<file path="config.mk">
export PLATFORM = sky130hd
export DESIGN_NAME = hsclk_cycle_ctrl_flat
export DESIGN_NICKNAME = d
export VERILOG_FILES = /design/src/rtl/hsclk_cycle_ctrl_if.sv /design/src/rtl/hsclk_cycle_ctrl.sv /design/src/flat_wrapper.sv
export SDC_FILE = /design/constraint.sdc
export NUM_CORES = 1
export LEC_CHECK = 0
export ABC_AREA = 1
export CAP_MARGIN = 20
export CORE_MARGIN = 2
export CORE_UTILIZATION = 42
export DETAILED_ROUTE_END_ITERATION = 8
export PLACE_DENSITY_LB_ADDON = 0.25
export SETUP_SLACK_MARGIN = 0.5
export SYNTH_ARGS = -nofsm -noshare
export SYNTH_HDL_FRONTEND = slang
export SYNTH_SLANG_ARGS = --single-unit
</file>
<file path="constraint.sdc">
create_clock -name hsclk -period 1.95 [get_ports hsclk]
set_input_delay 0.585 -clock hsclk [delete_from_list [all_inputs] [get_ports hsclk]]
set_output_delay 0.585 -clock hsclk [all_outputs]
set_load 0.05 [all_outputs]
</file>
<file path="src/rtl/hsclk_cycle_ctrl_if.sv">
// rtl/hsclk_cycle_ctrl_if.sv - CPU pin, BBC bus and register bundle for hsclk_cycle_ctrl
interface hsclk_cycle_ctrl_if;
    logic        bbc_phi0;
    logic [15:0] cpu_addr;
    logic [7:0]  cpu_bank;
    logic        cpu_vda;
    logic        cpu_vpa;
    logic        cpu_rnw;
    logic [7:0]  cpu_wdata;
    logic        cpu_phi2;
    logic        ram_sel;
    logic [2:0]  ram_bank;
    logic        host_cyc;
    logic [1:0]  bbc_a15_14;
    logic        bbc_rnw;
    logic [7:0]  reg_rdata;
    logic        reg_oe;
    logic [7:0]  map_q;

    modport master (
        output bbc_phi0, cpu_addr, cpu_bank, cpu_vda, cpu_vpa, cpu_rnw, cpu_wdata,
        input  cpu_phi2, ram_sel, ram_bank, host_cyc, bbc_a15_14, bbc_rnw,
               reg_rdata, reg_oe, map_q
    );

    modport slave (
        input  bbc_phi0, cpu_addr, cpu_bank, cpu_vda, cpu_vpa, cpu_rnw, cpu_wdata,
        output cpu_phi2, ram_sel, ram_bank, host_cyc, bbc_a15_14, bbc_rnw,
               reg_rdata, reg_oe, map_q
    );
endinterface

</file>
<file path="src/rtl/hsclk_cycle_ctrl.sv">
// rtl/hsclk_cycle_ctrl.sv - 65816 cycle generator and memory mapper clocked from hsclk
module hsclk_cycle_ctrl #(
    parameter int          HS_DIV        = 4,
    parameter int          SYNC_STAGES   = 2,
    parameter int          LORAM_PAGES   = 32,
    parameter logic [15:0] ROM_SLOT_MASK = 16'h8000,
    parameter logic [15:0] MOS_REMAP_TOP = 16'hFBFF
) (
    input  logic               hsclk,
    input  logic               reset,
    hsclk_cycle_ctrl_if.slave  bus
);
    localparam int HALF = HS_DIV / 2;
    localparam int CW   = (HALF > 1) ? $clog2(HALF) : 1;
    localparam int SW   = SYNC_STAGES + 1;
    localparam logic [CW-1:0] CNT_LAST  = CW'(HALF - 1);
    localparam logic [16:0]   LORAM_TOP = 17'(LORAM_PAGES * 256);

    localparam logic [1:0] FPH1  = 2'd0;
    localparam logic [1:0] FPH2  = 2'd1;
    localparam logic [1:0] HWAIT = 2'd2;
    localparam logic [1:0] HPH2  = 2'd3;

    logic [1:0]    state;
    logic [CW-1:0] cnt;
    logic [SW-1:0] phi0_sync;
    logic          phi2_q;
    logic          ram_sel_q;
    logic [2:0]    ram_bank_q;
    logic          host_q;
    logic [1:0]    a15_14_q;
    logic          bbc_rnw_q;
    logic          reg_oe_q;
    logic [7:0]    map_r;
    logic [3:0]    pagereg_q;
    logic          cyc_reg_wr;
    logic          cyc_reg_rd;
    logic          cyc_pg_wr;

    // Extra flop past the synchroniser gives the edge history, so detection lands SYNC_STAGES after the raw edge
    always_ff @(posedge hsclk) begin
        if (reset) phi0_sync <= '0;
        else       phi0_sync <= {phi0_sync[SW-2:0], bus.bbc_phi0};
    end

    logic phi0_rise, phi0_fall;
    assign phi0_rise =  phi0_sync[SW-2] & ~phi0_sync[SW-1];
    assign phi0_fall = ~phi0_sync[SW-2] &  phi0_sync[SW-1];

    logic valid, bank_lo, is_himem, is_reg, ram_remap, rom_win, mos_win, remap;
    logic dec_host, dec_fast, dec_ram;
    assign valid     = bus.cpu_vda | bus.cpu_vpa;
    assign bank_lo   = ~bus.cpu_bank[7];
    assign is_himem  = bus.cpu_bank[7:6] == 2'b11;
    assign is_reg    = (bus.cpu_bank[7:6] == 2'b10) && (bus.cpu_addr[1:0] == 2'b11);
    assign ram_remap = bank_lo & map_r[4] & ({1'b0, bus.cpu_addr} < LORAM_TOP);
    assign rom_win   = (bus.cpu_addr[15:14] == 2'b10) & ROM_SLOT_MASK[pagereg_q];
    assign mos_win   = (bus.cpu_addr >= 16'hC000) && (bus.cpu_addr <= MOS_REMAP_TOP);
    assign remap     = ram_remap | (bank_lo & map_r[5] & (rom_win | mos_win));
    assign dec_host  = valid & bank_lo & ~remap;
    assign dec_ram   = valid & (is_himem | remap);
    // Internal cycles have no bus target, so they only need the host clock when fast mode is off
    assign dec_fast  = map_r[3] & (~valid | is_himem | is_reg | remap);

    logic sample, end_phi2;
    assign sample   = (state == FPH1) && (cnt == CNT_LAST);
    assign end_phi2 = ((state == FPH2) && (cnt == CNT_LAST)) || ((state == HPH2) && phi0_fall);

    always_ff @(posedge hsclk) begin
        if (reset) begin
            state      <= FPH1;
            cnt        <= '0;
            phi2_q     <= 1'b0;
            reg_oe_q   <= 1'b0;
            ram_sel_q  <= 1'b0;
            ram_bank_q <= 3'b000;
            host_q     <= 1'b0;
            a15_14_q   <= 2'b00;
            bbc_rnw_q  <= 1'b1;
            cyc_reg_wr <= 1'b0;
            cyc_reg_rd <= 1'b0;
            cyc_pg_wr  <= 1'b0;
        end else begin
            case (state)
                FPH1: begin
                    if (sample) begin
                        cnt        <= '0;
                        ram_sel_q  <= dec_ram;
                        ram_bank_q <= remap ? 3'b110 : bus.cpu_bank[2:0];
                        host_q     <= dec_host;
                        a15_14_q   <= dec_host ? bus.cpu_addr[15:14] : 2'b10;
                        bbc_rnw_q  <= ~dec_host | bus.cpu_rnw | map_r[6];
                        cyc_reg_wr <= valid & is_reg & ~bus.cpu_rnw;
                        cyc_reg_rd <= valid & is_reg &  bus.cpu_rnw;
                        cyc_pg_wr  <= valid & bank_lo & ~bus.cpu_rnw & (bus.cpu_addr == 16'hFE30);
                        if (dec_fast) begin
                            state    <= FPH2;
                            phi2_q   <= 1'b1;
                            reg_oe_q <= valid & is_reg & bus.cpu_rnw;
                        end else begin
                            state    <= HWAIT;
                        end
                    end else begin
                        cnt <= cnt + 1'b1;
                    end
                end
                FPH2: begin
                    if (cnt == CNT_LAST) begin
                        state    <= FPH1;
                        cnt      <= '0;
                        phi2_q   <= 1'b0;
                        reg_oe_q <= 1'b0;
                    end else begin
                        cnt <= cnt + 1'b1;
                    end
                end
                HWAIT: begin
                    // Only a fresh rising edge starts phase 2; a phase already in progress is skipped
                    if (phi0_rise) begin
                        state    <= HPH2;
                        phi2_q   <= 1'b1;
                        reg_oe_q <= cyc_reg_rd;
                    end
                end
                default: begin
                    if (phi0_fall) begin
                        state    <= FPH1;
                        cnt      <= '0;
                        phi2_q   <= 1'b0;
                        reg_oe_q <= 1'b0;
                    end
                end
            endcase
        end
    end

    always_ff @(posedge hsclk) begin
        if (reset) begin
            map_r     <= 8'h00;
            pagereg_q <= 4'h0;
        end else if (end_phi2) begin
            if (cyc_reg_wr) map_r     <= bus.cpu_wdata;
            if (cyc_pg_wr)  pagereg_q <= bus.cpu_wdata[3:0];
        end
    end

    logic unused_bank_bits;
    assign unused_bank_bits = ^bus.cpu_bank[5:3];

    assign bus.cpu_phi2   = phi2_q;
    assign bus.ram_sel    = ram_sel_q;
    assign bus.ram_bank   = ram_bank_q;
    assign bus.host_cyc   = host_q;
    assign bus.bbc_a15_14 = a15_14_q;
    assign bus.bbc_rnw    = bbc_rnw_q;
    assign bus.reg_rdata  = map_r;
    assign bus.reg_oe     = reg_oe_q;
    assign bus.map_q      = map_r;
endmodule
</file>
<file path="src/flat_wrapper.sv">
// flat-port wrapper written by rule: the top's interface ports become plain ports
module hsclk_cycle_ctrl_flat 
#(
    parameter int          HS_DIV        = 4,
    parameter int          SYNC_STAGES   = 2,
    parameter int          LORAM_PAGES   = 32,
    parameter logic [15:0] ROM_SLOT_MASK = 16'h8000,
    parameter logic [15:0] MOS_REMAP_TOP = 16'hFBFF
)
  (hsclk, reset, bus_bbc_phi0, bus_cpu_addr, bus_cpu_bank, bus_cpu_vda, bus_cpu_vpa, bus_cpu_rnw, bus_cpu_wdata, bus_cpu_phi2, bus_ram_sel, bus_ram_bank, bus_host_cyc, bus_bbc_a15_14, bus_bbc_rnw, bus_reg_rdata, bus_reg_oe, bus_map_q);
  hsclk_cycle_ctrl_if bus_i ();
  input  logic hsclk;
  input  logic reset;
  input wire logic [$bits(bus_i.bbc_phi0)-1:0] bus_bbc_phi0;
  input wire logic [$bits(bus_i.cpu_addr)-1:0] bus_cpu_addr;
  input wire logic [$bits(bus_i.cpu_bank)-1:0] bus_cpu_bank;
  input wire logic [$bits(bus_i.cpu_vda)-1:0] bus_cpu_vda;
  input wire logic [$bits(bus_i.cpu_vpa)-1:0] bus_cpu_vpa;
  input wire logic [$bits(bus_i.cpu_rnw)-1:0] bus_cpu_rnw;
  input wire logic [$bits(bus_i.cpu_wdata)-1:0] bus_cpu_wdata;
  output wire logic [$bits(bus_i.cpu_phi2)-1:0] bus_cpu_phi2;
  output wire logic [$bits(bus_i.ram_sel)-1:0] bus_ram_sel;
  output wire logic [$bits(bus_i.ram_bank)-1:0] bus_ram_bank;
  output wire logic [$bits(bus_i.host_cyc)-1:0] bus_host_cyc;
  output wire logic [$bits(bus_i.bbc_a15_14)-1:0] bus_bbc_a15_14;
  output wire logic [$bits(bus_i.bbc_rnw)-1:0] bus_bbc_rnw;
  output wire logic [$bits(bus_i.reg_rdata)-1:0] bus_reg_rdata;
  output wire logic [$bits(bus_i.reg_oe)-1:0] bus_reg_oe;
  output wire logic [$bits(bus_i.map_q)-1:0] bus_map_q;
  assign bus_i.bbc_phi0 = bus_bbc_phi0;
  assign bus_i.cpu_addr = bus_cpu_addr;
  assign bus_i.cpu_bank = bus_cpu_bank;
  assign bus_i.cpu_vda = bus_cpu_vda;
  assign bus_i.cpu_vpa = bus_cpu_vpa;
  assign bus_i.cpu_rnw = bus_cpu_rnw;
  assign bus_i.cpu_wdata = bus_cpu_wdata;
  assign bus_cpu_phi2 = bus_i.cpu_phi2;
  assign bus_ram_sel = bus_i.ram_sel;
  assign bus_ram_bank = bus_i.ram_bank;
  assign bus_host_cyc = bus_i.host_cyc;
  assign bus_bbc_a15_14 = bus_i.bbc_a15_14;
  assign bus_bbc_rnw = bus_i.bbc_rnw;
  assign bus_reg_rdata = bus_i.reg_rdata;
  assign bus_reg_oe = bus_i.reg_oe;
  assign bus_map_q = bus_i.map_q;
  hsclk_cycle_ctrl #(.HS_DIV(HS_DIV), .SYNC_STAGES(SYNC_STAGES), .LORAM_PAGES(LORAM_PAGES), .ROM_SLOT_MASK(ROM_SLOT_MASK), .MOS_REMAP_TOP(MOS_REMAP_TOP)) u_core (.hsclk(hsclk), .reset(reset), .bus(bus_i));
endmodule
</file>
==> reports/metrics.yaml <==
floorplan:
  start_util_pct: 44.20
  row_count: 21
  chipWidth_um: 63.49
  die_area_sq_um: 4031
  ios: 64
  die_y_um: 63.49
  core_sq_um: 3363
sta:
  fin_skew_ns: 0.002564
  timing.final.ws_setup_ns: 0.4654
  max_slew_margin_pct: 81.43
  fin_crit_sh_pct: 76.13
  setup_violations: 0
  fin_tns_setup_ns: 0
  tightest_slew_ns: 0.2760
  rsz0062_at_grt: "true"
  hold_violations: 0
  final-max-slew-violation-count: 0
  fin_crit_ns: 1.485
  max_clock_freq_ghz: 0.6736
synthesis:
  synth_edf_count: 0
  ys_warn_count: 0
  netlist_area_sq_um: 1486
  synth_cells: 205
  synth_seq_area_share_pct: 43.10
  ys.flop_type: "dfxtp_1"
  synth_cell_type_count: 28
  ys_ff_latch: 32
  synthArstFlopShare_pct: 0
  synth.net_count: 247
  syn_avg_cell_area_sq_um: 7.251
route:
  postRouteWirelength_mm: 3.980
  vias: 1580
  postRouteAntennaNets: 0
  m1WireLength_mm: 1.651
  drt-vias-per-instance: 4.788
  wl_met3_um: 260
  dr.max_layer_used: "met4"
  drt_first_iter_violations: 56
  wl_met2_mm: 1.999
  drcViolationCount: 0
  drt_pass1_iterations: 4
  post_drt_wl_per_cell_um: 12.06
layout:
  syn_to_final_growth_pct: 75.50
  diodes: 0
  drive_gt1_share_pct: 40.14
  final_core_util_pct: 77.57
  finalNetCount: 325
clock_tree:
  clock_latency_ns: 0.33
  cts_buffers: 5
  clk_pin_slew_worst_paths_ns: 0.09
  cts.htree.levels: 2
  cts.root.buffer_cell: "clkbuf_4"
  cts_tree: "done"
  cts_hold_buf: 0
  cts_buffer_depth: 2
  cts.sinks: 32
global_routing:
  grt_max_degree: 17
  grt_pass1_vias: 1467
  antenna_found_initial: 0
  grt_usage_pct: 19.83
  grt_overflow: 0
  grt_first_pass_wirelength_mm: 6.272
power_and_ir_drop:
  irDropWorstVdd_uv: 823.4
  power_leakage_nw: 1.152
  cellPowerDensity_nw_per_um2: 943.2
placement:
  pre_cts_ws_ns: -0.08901
  place_congestion: 0.8085
  io_buffers: 60
  hpwlAfterDp_mm: 2.645
job:
  drv_cap: 0
hold_path:
  holdCritPathClass: "reg2reg"
critical_path:
  path_class: "reg2reg"
  arrival_ns: 1.77
  end_kind: "register"
  worstSetupStartpointType: "register"
  crit_required_ns: 2.23
  cp_max_fo: 5
outcome:
  status: "complete, no violations"
==> flip-flops by register name (all words and copies together), names as in the netlist, 2 cells and up, named ones only <==
register and flops:
u_core.bus.ram_bank 3, u_core.state 2, u_core.phi0_sync 3, u_core.pagereg_q 4, u_core.bus.bbc_a15_14 2, u_core.bus.map_q 8
==> layout make-up <==
type	count	area (sq um)
flip-flops and latches	32	680.7
inverters	26	107.6
repair buffers	82	899.6
fillers	253	754.5
well taps	46	57.56
clock buffers	8	58.81
multi-input cells	136	804.5
==> cell usage in the layout, fill, tap and decap left out, drive strengths merged <==
| master | count |
|---|---|
| clkdlybuf4s50 | 21 |
| o211ai | 1 |
| clkbuf | 8 |
| inv | 26 |
| nand3b | 1 |
| o22ai | 1 |
| a31oi | 1 |
| a21oi | 14 |
| nand3 | 6 |
| nand2 | 35 |
| ha | 4 |
| o21a | 1 |
| or2 | 1 |
| dlygate4sd2 | 7 |
| o21ai | 23 |
| dfxtp | 32 |
| o31ai | 1 |
| nor2 | 40 |
| clkdlybuf4s15 | 3 |
| dlymetal6s2s | 3 |
| nor3 | 3 |
| buf | 48 |
| nor4 | 2 |
| nand4 | 2 |
==> where the power goes <==
group          internal (mW)  total, mW  switching, mW
Combinational          0.521       1.20          0.680
Clock                  0.178      0.397          0.219
Sequential             0.770      0.863         0.0933
Total                   1.47       2.46          0.993
==> per-layer routing <==
layer  up-vias  global-route usage [%]
li1        807                       -
met1       725                   23.15
met2        44                   32.76
met3         4                   6.964
met4         0                   8.424
met5         -                       0
==> critical path: stages, from the launching register on <==
cell	delay (ns)
dfxtp_4	0.37
inv_4	0.08
ha_4	0.17
inv_4	0.04
o22ai_4	0.21
nand2_4	0.10
inv_4	0.08
nor2_1	0.04
nor2_1	0.13
nand3_1	0.10
nor2_1	0.10
==> worst paths after layout <==
check / startpoint / to / slack, ns / depth (start not counted)
setup / recovery: u_core.state[1] / register / 0.47 / 10
hold reg to reg: u_core.phi0_sync[0] / u_core.phi0_sync[1] / 0.41 / 2
setup reg to reg: u_core.state[1] / register / 0.47 / 10
hold / removal: u_core.phi0_sync[0] / u_core.phi0_sync[1] / 0.41 / 2
==> metrics by stage <==
| stage | power [mW] | hold slack, ns | cells | area, sq um |
|---|---|---|---|---|
| 2_1_floorplan | 1.403 | 0.3883 | 205 | 1496 |
| 3_3_place_gp | 1.659 | 0.3888 | 308 | 2086 |
| 3_5_place_dp | 1.669 | 0.4028 | 308 | 2086 |
| 4_1_cts | 2.186 | 0.4141 | 322 | 2369 |
| 5_1_grt | 2.610 | 0.4495 | 330 | 2609 |
| 6_report | 2.461 | 0.4105 | 330 | 2609 |
==> cells in the mapped netlist (2+ instances only) <==
library cell	count	area (sq um)
nor4_1	2	12.51
a21oi_1	13	65.06
inv_1	23	86.33
nand4_1	2	12.51
ha_1	4	50.05
nand3_1	6	30.03
o21ai_1	2	10.01
nand2_1	31	116.4
nor2_1	39	146.4
dfxtp_1	32	640.6
o21ai_0	21	105.1
nor3_1	2	10.01
nand2_2	4	25.02
buf_4	9	67.56
inv_2	2	7.510
==> timing repair <==
item / CTS / global route
buffers inserted: 6 / 8
pin swaps: 15 / 21
endpoints found under the setup margin: 45 / 49
gates resized for setup: 70 / 60
==> logic make-up after synthesis <==
kind of cell	count (synthesis)	synth area share, %
adders and majority gates	4	3.367
AOI/OAI and AO/OA	42	15.99
DFF	32	43.10
buffers and inverters	37	11.78
and+or+nand+nor	90	25.76
No activity file was read; power rests on OpenSTA's default activity.
